==> config.mk <==
export PLATFORM = sky130hd
export DESIGN_NAME = rtc_bus_arbiter
export DESIGN_NICKNAME = d
export VERILOG_FILES = /design/src/rtl/rtc_bus_arbiter.sv
export SDC_FILE = /design/constraint.sdc
export NUM_CORES = 1
export LEC_CHECK = 0
export BUFFER_PORTS_ARGS = -buffer_cell sky130_fd_sc_hd__clkbuf_2
export CAP_MARGIN = 30
export CORE_UTILIZATION = 35
export DETAILED_ROUTE_END_ITERATION = 6
export PLACE_DENSITY = 0.78
export SYNTH_ARGS = -nofsm -noshare
export SYNTH_HDL_FRONTEND = slang
export SYNTH_SLANG_ARGS = --single-unit
==> constraint.sdc <==
create_clock -name clk -period 1.9 [get_ports clk]
set_clock_uncertainty 0.1 [all_clocks]
set_input_delay 0.095 -clock clk [delete_from_list [all_inputs] [get_ports clk]]
set_output_delay 0.095 -clock clk [all_outputs]
set_load 0.03 [all_outputs]
==> src/rtl/rtc_bus_arbiter.sv <==
// rtc_bus_arbiter: grants the single RTC parallel-bus protocol engine to one
// of NREQ requesters (0 init, 1 reset, 2 write, 3 crono, 4 periodic read).
// Each grant covers exactly one bus transaction. The grant stays locked until
// the engine completes or the WAIT timeout expires.
//
// Optional build macro: RTC_ARB_RR_EN
//   defined   : indices 0/1 keep absolute priority, 2..NREQ-1 round-robin
//   undefined : pure fixed priority (lowest set index wins), no pointer
//
// Ports:
//   clk        in   system clock
//   Reset      in   synchronous active-high reset
//   req        in   [NREQ]     request, held until ack
//   req_rw     in   [NREQ]     1 = read, 0 = write
//   req_addr   in   [NREQ*AW]  packed addresses, requester i at [i*AW +: AW]
//   req_wdata  in   [NREQ*DW]  packed write data, same packing
//   gnt        out  [NREQ]     one-hot grant, ISSUE through WAIT
//   ack        out  [NREQ]     one-cycle completion pulse (RELEASE)
//   rdata      out  [DW]       read data, valid at ack, held to next ack
//   err        out             timeout flag, pulses with ack
//   bus_start  out             one-cycle start pulse to the engine
//   bus_rw     out             direction to the engine
//   bus_addr   out  [AW]       address to the engine
//   bus_wdata  out  [DW]       write data to the engine
//   bus_done   in              completion pulse from the engine
//   bus_rdata  in   [DW]       engine read data, valid with bus_done
module rtc_bus_arbiter #(
  parameter int unsigned NREQ    = 5,
  parameter int unsigned AW      = 8,
  parameter int unsigned DW      = 8,
  parameter int unsigned TIMEOUT = 200
) (
  input  logic                 clk,
  input  logic                 Reset,
  input  logic [NREQ-1:0]      req,
  input  logic [NREQ-1:0]      req_rw,
  input  logic [NREQ*AW-1:0]   req_addr,
  input  logic [NREQ*DW-1:0]   req_wdata,
  output logic [NREQ-1:0]      gnt,
  output logic [NREQ-1:0]      ack,
  output logic [DW-1:0]        rdata,
  output logic                 err,
  output logic                 bus_start,
  output logic                 bus_rw,
  output logic [AW-1:0]        bus_addr,
  output logic [DW-1:0]        bus_wdata,
  input  logic                 bus_done,
  input  logic [DW-1:0]        bus_rdata
);

  localparam int unsigned IW = (NREQ > 1) ? $clog2(NREQ) : 1;
  localparam int unsigned CW = 8;
  localparam int unsigned XW = CW + 1;
  localparam logic [XW-1:0] TO_V = XW'(TIMEOUT);

  localparam logic [1:0] S_IDLE    = 2'd0;
  localparam logic [1:0] S_ISSUE   = 2'd1;
  localparam logic [1:0] S_WAIT    = 2'd2;
  localparam logic [1:0] S_RELEASE = 2'd3;

  logic [1:0]      r_state, w_state_nxt;
  logic            r_rw, w_rw_nxt;
  logic [AW-1:0]   r_addr, w_addr_nxt;
  logic [DW-1:0]   r_wdata, w_wdata_nxt;
  logic [CW-1:0]   r_cnt, w_cnt_nxt;
  logic [XW-1:0]   w_cnt_inc;
  logic [NREQ-1:0] r_gnt, w_gnt_nxt;
  logic [NREQ-1:0] r_ack, w_ack_nxt;
  logic            r_err, w_err_nxt;
  logic            r_start, w_start_nxt;
  logic [DW-1:0]   r_rdata, w_rdata_nxt;
  logic [IW-1:0]   w_pick;

`ifdef RTC_ARB_RR_EN
  logic [IW-1:0]   r_ptr, w_ptr_nxt;

  // Winner: 0 and 1 absolute; otherwise first set bit from r_ptr, wrapping in 2..NREQ-1
  always_comb begin
    int unsigned idx;
    logic        found;
    w_pick = '0;
    found  = 1'b0;
    idx    = 0;
    if (req[0]) begin
      w_pick = '0;
      found  = 1'b1;
    end else if (req[1]) begin
      w_pick = IW'(1);
      found  = 1'b1;
    end
    for (int unsigned k = 0; k < NREQ - 2; k++) begin
      idx = 32'(r_ptr) + k;
      if (idx >= NREQ) idx = idx - (NREQ - 2);
      if (!found && req[IW'(idx)]) begin
        w_pick = IW'(idx);
        found  = 1'b1;
      end
    end
  end
`else
  // Winner: lowest set index
  always_comb begin
    w_pick = '0;
    for (int i = NREQ - 1; i >= 0; i--) begin
      if (req[IW'(i)]) w_pick = IW'(i);
    end
  end
`endif

  assign w_cnt_inc = XW'(r_cnt) + XW'(1);

  // Next state and next registered outputs
  always_comb begin
    w_state_nxt = r_state;
    w_rw_nxt    = r_rw;
    w_addr_nxt  = r_addr;
    w_wdata_nxt = r_wdata;
    w_cnt_nxt   = r_cnt;
    w_gnt_nxt   = '0;
    w_ack_nxt   = '0;
    w_err_nxt   = 1'b0;
    w_start_nxt = 1'b0;
    w_rdata_nxt = r_rdata;
`ifdef RTC_ARB_RR_EN
    w_ptr_nxt   = r_ptr;
`endif
    case (r_state)
      S_IDLE: begin
        if (|req) begin
          w_state_nxt = S_ISSUE;
          w_rw_nxt    = req_rw[w_pick];
          w_addr_nxt  = req_addr[32'(w_pick) * AW +: AW];
          w_wdata_nxt = req_wdata[32'(w_pick) * DW +: DW];
          w_gnt_nxt   = NREQ'(1) << w_pick;
          w_start_nxt = 1'b1;
`ifdef RTC_ARB_RR_EN
          if (w_pick >= IW'(2)) begin
            w_ptr_nxt = (w_pick == IW'(NREQ - 1)) ? IW'(2) : w_pick + IW'(1);
          end
`endif
        end
      end
      S_ISSUE: begin
        w_state_nxt = S_WAIT;
        w_gnt_nxt   = r_gnt;
        w_cnt_nxt   = '0;
      end
      S_WAIT: begin
        w_gnt_nxt = r_gnt;
        w_cnt_nxt = r_cnt + CW'(1);
        // bus_done wins over a coincident timeout
        if (bus_done) begin
          w_state_nxt = S_RELEASE;
          w_gnt_nxt   = '0;
          w_ack_nxt   = r_gnt;
          if (r_rw) w_rdata_nxt = bus_rdata;
        end else if (w_cnt_inc == TO_V) begin
          w_state_nxt = S_RELEASE;
          w_gnt_nxt   = '0;
          w_ack_nxt   = r_gnt;
          w_err_nxt   = 1'b1;
          if (r_rw) w_rdata_nxt = '0;
        end
      end
      S_RELEASE: begin
        w_state_nxt = S_IDLE;
      end
      default: begin
        w_state_nxt = S_IDLE;
      end
    endcase
  end

  // State and output registers
  always_ff @(posedge clk) begin
    if (Reset) begin
      r_state <= S_IDLE;
      r_rw    <= 1'b0;
      r_addr  <= '0;
      r_wdata <= '0;
      r_cnt   <= '0;
      r_gnt   <= '0;
      r_ack   <= '0;
      r_err   <= 1'b0;
      r_start <= 1'b0;
      r_rdata <= '0;
`ifdef RTC_ARB_RR_EN
      r_ptr   <= IW'(2);
`endif
    end else begin
      r_state <= w_state_nxt;
      r_rw    <= w_rw_nxt;
      r_addr  <= w_addr_nxt;
      r_wdata <= w_wdata_nxt;
      r_cnt   <= w_cnt_nxt;
      r_gnt   <= w_gnt_nxt;
      r_ack   <= w_ack_nxt;
      r_err   <= w_err_nxt;
      r_start <= w_start_nxt;
      r_rdata <= w_rdata_nxt;
`ifdef RTC_ARB_RR_EN
      r_ptr   <= w_ptr_nxt;
`endif
    end
  end

  assign gnt       = r_gnt;
  assign ack       = r_ack;
  assign err       = r_err;
  assign rdata     = r_rdata;
  assign bus_start = r_start;
  assign bus_rw    = r_rw;
  assign bus_addr  = r_addr;
  assign bus_wdata = r_wdata;

endmodule
==> flow_metrics.env, run 1 <==
export IMPL_status="finished, violations left"
export IMPL_violations="setup timing"
export IMPL_layout_commonest_cell="clkbuf_2"
export IMPL_cp_slowest_stage_delay_ns=0.37
export IMPL_multi_input_area_mm2=0.00160
export IMPL_synth_area_leaders="dfxtp_1 36%, a222oi_1 6.7%, a211oi_1 5.0%"
export IMPL_grt_max_degree=30
export IMPL_startpoint_type="flip-flop"
export IMPL_worstReg2RegEnd="err"
export IMPL_grt_first_pass_wirelength_mm=11.3
export IMPL_antenna_found_initial=0
export IMPL_drt_wl_total_mm=6.86
export IMPL_fillerInstances=661
export IMPL_die_h_um=87.2
export IMPL_hold_viol_final=0
export IMPL_insertion_delay_ns=0.30
export IMPL_hpwl_mm=5.23
export IMPL_finalInstanceArea_mm2=0.00364
export IMPL_r2r_cells=8
export IMPL_netlist_area_mm2=0.00254
export IMPL_cp_cell_sequence="ha_4, buf_6, xnor2_4, nor4_4, o32ai_4, buf_6, nor2_4, nor4b_4"
export IMPL_reg2reg_from="r_cnt[0]"
export IMPL_design_die_area_mm2=0.00760
export IMPL_clk_path_buf_depth=2
export IMPL_htreeDepth=2
export IMPL_nNetsFinal=523
export IMPL_period_minus_slack_ns=1.98
export IMPL_crit_slowest_cell="dfxtp_4"
export IMPL_switching_share=0.409
export IMPL_p_switching_uw=1450
export IMPL_via_per_inst=5.09
export IMPL_cts_tree="done"
export IMPL_cts_made_buffers=5
export IMPL_p_leak_uw=0.00164
export IMPL_overflow=0
export IMPL_rsz0062_at_grt="true"
export IMPL_cellPowerDensity_mw_per_mm2=970
export IMPL_crit_type="flip-flop to flip-flop"
export IMPL_maxCapViolCount=0
export IMPL_r2r_slack_ns=-0.08
export IMPL_slew_violations=0
export IMPL_gp_congestion=0.803
export IMPL_worst_path_most_repeated_cell="buf_6"
export IMPL_internal_power_uw=2090
export IMPL_path_delay_family="simple AND/OR/NAND/NOR gates"
export IMPL_endpoint_kind="flip-flop"
export IMPL_drive_gt1_frac=0.436
export IMPL_ys_flop_type="dfxtp_1"
export IMPL_path_clk_slew_ns=0.08
export IMPL_grt_use_total=0.187
export IMPL_cts_root_buffer="clkbuf_8"
export IMPL_mostFrequentLayoutCells="119 x clkbuf_2, 43 x dfxtp_1, 30 x nor2_1"
export IMPL_placed_area_mm2=0.00334
export IMPL_critPathBufInv=2
export IMPL_rows=30
export IMPL_seqCellArea_um2=927
export IMPL_fin_setup_tns_ns=-0.511
export IMPL_yosysTopAreaCell="dfxtp_1"
export IMPL_worst_pin_slew_ns=0.650
export IMPL_syn_inst=277
export IMPL_ir_drop_mv=0.387
export IMPL_yosys_warnings=0
export IMPL_hold_start="req[1]"
export IMPL_num_vias=2613
export IMPL_wl_per_cell_um=13.4
export IMPL_p_comb_frac=0.474
export IMPL_whs_path_depth=3
export IMPL_clkPwrFrac=0.166
export IMPL_syn_to_final_growth_pct=43.6
export IMPL_arrival_ns=2.09
export IMPL_p_seq_frac=0.359
export IMPL_min_path_type="input pin to flip-flop"
export IMPL_slew_headroom=0.564
export IMPL_grt_pass1_vias=2573
export IMPL_cts_sinks=46
export IMPL_start_util=0.368
export IMPL_synth_area_per_cell_um2=9.16
export IMPL_synthDominantCellAreaShare=0.363
export IMPL_ys_ff_latch=46
export IMPL_synth_seq_area_share=0.363
export IMPL_antenna_cells=0
export IMPL_dr_pass1_iters=7
export IMPL_path_max_fanout=5
export IMPL_whs_ns=0.0618
export IMPL_fp_coreArea_mm2=0.00691
export IMPL_io_pin_count=138
export IMPL_min_to="gnt[1]"
export IMPL_fmax_mhz=506
export IMPL_async_flop_share=0
export IMPL_synth_distinct_cells=51
export IMPL_cp_required_ns=2.01
export IMPL_drtAntennaViolNets=0
export IMPL_drc=0
export IMPL_setup_viol=10
export IMPL_worst_slack_ns=-0.0780
export IMPL_finalCritPeriodShare=1.04
export IMPL_drt_iter0_drc=149
export IMPL_io_buffers=119
export IMPL_die_w_um=87.2
export IMPL_synth_edf_count=0
state kept, by name, indices dropped and copies added, names as in the netlist, 2 cells and up:
signal / cells
gnt: 4
rdata: 8
ack: 5
r_state: 2
r_cnt: 8
bus_addr: 8
bus_wdata: 8
timing repair:
action / 4_1_cts / 5_1_grt
hold endpoints to repair: 9 / 0
resized for setup: 3 / 18
setup buffers: 0 / 3
pin swaps: 0 / 5
setup endpoints to repair: 14 / 17
hold buffers: 9 / 0
synth_stat cells (all sizes together), types with 2 or more instances:
| master | instances |
|---|---|
| a21boi | 2 |
| o2111a | 4 |
| and2 | 3 |
| o21a | 2 |
| nor3b | 2 |
| nor2b | 10 |
| buf | 8 |
| and3 | 2 |
| nor2 | 32 |
| ha | 6 |
| a211oi | 17 |
| dfxtp | 46 |
| clkbuf | 13 |
| a21oi | 15 |
| nand3 | 6 |
| o21ai | 13 |
| a22oi | 9 |
| nor3 | 2 |
| mux2i | 5 |
| inv | 8 |
| nand2 | 18 |
| a222oi | 17 |
| mux2 | 17 |
| nor4 | 4 |
worst max-delay path by stage:
stage             start  slack (ns)       end  cells after the start
2_1_floorplan  r_cnt[0]       0.002    gnt[0]                      7
3_5_place_dp   r_cnt[0]       -0.05  rdata[7]                      7
6_report       r_cnt[0]       -0.08       err                      8
4_1_cts        r_cnt[1]        0.03    gnt[0]                      6
5_1_grt        r_cnt[0]       -0.17       err                      8
3_3_place_gp   r_cnt[0]        0.04  rdata[7]                      7
stage by stage:
stage / total power (uW) / setup slack [ns] / utilization / std cells
floorplan: 2370 / 0.00161 / - / 278
global placement: 2890 / 0.0365 / 0.484 / 494
detailed placement: 2930 / -0.0473 / 0.484 / 494
CTS: 3540 / 0.0294 / 0.512 / 511
global route: 3760 / -0.168 / 0.528 / 513
finish: 3540 / -0.0780 / 0.528 / 513
power groups by stage:
stage	sequential, uW	combinational (uW)	clock [uW]
global placement	1280	1610	0
detailed placement	1290	1640	0
CTS	1270	1660	609
floorplan	1610	764	0
global route	1300	1830	638
finish	1270	1680	588
routing by layer:
metal  global-route usage  wire length, um  vias to the layer above
li1                     -                -                     1321
met1                0.207             2870                     1196
met2                0.356             3550                       84
met3               0.0341              305                       12
met4               0.0626              129                        0
met5                    0                0                        -
cell families after synthesis:
logic type,after synthesis,share of synthesized area
AOI/OAI and AO/OA,87,0.262
and+or+nand+nor,85,0.180
xor gates and xnor gates,1,0.00345
adders and majority gates,6,0.0296
other,1,0.00148
DFF,46,0.363
buffers and inverters,29,0.0537
muxes,22,0.107
area by class of cell:
type | instances | share of cell area
clock buffers | 6 | 0.0199
clock inverters | 2 | 0.00378
inverters | 8 | 0.00824
multi-input cells | 203 | 0.438
flip-flops and latches | 46 | 0.254
well taps | 96 | 0.0330
repair buffers | 152 | 0.243
tightest hold or removal path: stages:
cell	delay (ns)
clkbuf_2	0.11
nand3b_1	0.12
mux2i_1	0.08
Power figures use the tool's default switching activity.
==> run 2: changes to the inputs <==
Settings changed: PLACE_DENSITY 0.78 to 0.68.
==> run 2 against run 1 <==
The flow now finishes without violations. Via count decreased by 0.34%. Critical path type unchanged. Critical endpoint is now rdata[2]. Critical path depth unchanged. Sequential power about the same. Highest routed layer unchanged. Die area unchanged.
==> flow_metrics.env, run 2 (synthesis gave the netlist of run 1 again) <==
export IMPL_status="completed"
export IMPL_drt_iter0_drc=195
export IMPL_cts_tree="done"
export IMPL_via_per_inst=5.15
export IMPL_fp_coreArea_mm2=0.00691
export IMPL_reg2reg_from="r_cnt[0]"
export IMPL_cts_made_buffers=5
export IMPL_worst_slack_ns=0.0568
export IMPL_cts_sinks=46
export IMPL_grt_max_degree=37
export IMPL_fmax_mhz=543
export IMPL_post_place_cells=489
export IMPL_antenna_found_initial=0
export IMPL_num_vias=2604
export IMPL_finalCritPeriodShare=0.970
export IMPL_fillerInstances=693
export IMPL_min_path_type="input pin to flip-flop"
export IMPL_dr_pass1_iters=4
export IMPL_insertion_delay_ns=0.29
export IMPL_drive_gt1_frac=0.420
export IMPL_groute_layer_met3_usage=0.0427
export IMPL_dpl_worst_slack_ns=-0.151
export IMPL_crit_type="flip-flop to flip-flop"
export IMPL_drc=0
export IMPL_rows=30
export IMPL_path_max_fanout=8
export IMPL_min_to="rdata[0]"
export IMPL_grt_pass1_vias=2466
export IMPL_finalNonFillerCells=506
export IMPL_finalInstanceArea_mm2=0.00357
export IMPL_period_minus_slack_ns=1.84
export IMPL_top_usage_layer="met2"
export IMPL_rsz0062_at_grt="true"
export IMPL_setup_viol=0
export IMPL_placed_area_mm2=0.00331
export IMPL_whs_ns=0.0000297
export IMPL_met2_usage=0.345
export IMPL_p_leak_uw=0.00161
export IMPL_grtUsageMet1=0.231
export IMPL_ir_drop_mv=0.793
export IMPL_grt_use_total=0.193
export IMPL_r2r_cells=8
export IMPL_worst_pin_slew_ns=0.663
export IMPL_mostFrequentLayoutCells="119 x clkbuf_2, 42 x dfxtp_1, 30 x nor2_1"
export IMPL_startpoint_type="flip-flop"
export IMPL_cts_root_buffer="clkbuf_8"
export IMPL_die_h_um=87.2
export IMPL_critPathBufInv=2
export IMPL_path_delay_family="compound AO/OA/AOI/OAI gates"
export IMPL_slew_violations=0
export IMPL_cp_cell_sequence="ha_4, buf_4, xnor2_1, nor4_4, o32ai_4, buf_6, o21ai_1, a21oi_1"
export IMPL_whs_path_depth=3
export IMPL_cp_slowest_stage_delay_ns=0.37
export IMPL_die_w_um=87.2
export IMPL_arrival_ns=1.91
export IMPL_clk_path_buf_depth=2
export IMPL_design_die_area_mm2=0.00760
export IMPL_overflow=0
export IMPL_htreeDepth=2
export IMPL_antenna_cells=0
export IMPL_maxCapViolCount=0
export IMPL_io_buffers=119
export IMPL_final_core_util=0.516
export IMPL_crit_slowest_cell="dfxtp_4"
export IMPL_drtAntennaViolNets=0
export IMPL_r2r_slack_ns=0.06
export IMPL_hold_viol_final=0
export IMPL_slew_headroom=0.558
export IMPL_start_util=0.368
export IMPL_worstReg2RegEnd="rdata[2]"
export IMPL_hpwl_mm=5.25
export IMPL_nNetsFinal=516
export IMPL_gp_congestion=0.785
export IMPL_cellPowerDensity_mw_per_mm2=984
export IMPL_grt_first_pass_wirelength_mm=11.4
export IMPL_path_clk_slew_ns=0.08
export IMPL_syn_to_final_growth_pct=40.5
export IMPL_io_pin_count=138
export IMPL_cp_required_ns=1.97
export IMPL_drt_wl_total_mm=7.19
export IMPL_layout_commonest_cell="clkbuf_2"
export IMPL_endpoint_kind="flip-flop"
export IMPL_hold_start="bus_rdata[0]"
export IMPL_wl_per_cell_um=14.2
-- run 2: area by class of cell --
class | count | area, um2 | area share
clock inverters | 1 | 5.00 | 0.00140
well taps | 96 | 120 | 0.0337
flip-flops and latches | 46 | 931 | 0.261
clock buffers | 7 | 86.3 | 0.0242
multi-input cells | 203 | 1560 | 0.436
inverters | 8 | 30.0 | 0.00842
repair buffers | 145 | 840 | 0.235
-- run 2: worst max-delay path by stage --
stage                   from        to  cells after the start
finish              r_cnt[0]  rdata[2]                      8
global route        r_cnt[0]  rdata[2]                      8
CTS                 r_cnt[0]       err                      7
detailed placement  r_cnt[1]  rdata[0]                      7
global placement    r_cnt[1]  rdata[1]                      7
floorplan           r_cnt[0]    gnt[0]                      7
-- run 2: metrics by stage --
step / TNS, ns / total power (uW)
after floorplan: 0 / 2370
after detailed placement: -1.86 / 2910
after global routing: -0.0518 / 3740
after CTS: 0 / 3530
after global placement: -0.276 / 2880
final: 0 / 3510
-- run 2: per-layer routing --
layer	wire length (um)	part of all wire	up-vias
li1	-	-	1311
met1	3000	0.42	1192
met2	3640	0.51	94
met3	477	0.066	7
met4	77	0.011	0
met5	0	0	-
-- run 2: worst min-delay path, cell delays in order --
cell and delay [ns]:
clkbuf_2 0.08, a22oi_1 0.06, a21oi_1 0.12
-- run 2: where the power goes --
part           switching (uW)  leakage [uW]  total (uW)  internal [uW]
Combinational             994       0.00118        1630            634
Sequential                118      0.000379        1270           1160
Clock                     314     0.0000482         608            294
Total                    1430       0.00161        3510           2080
-- run 2: repair_timing --
item                       CTS  global route
buffers inserted             0             1
hold endpoints to repair     8             0
hold buffers                 8             0
pin swaps                    0             2
setup endpoints to repair   19            14
resized for setup            6             9
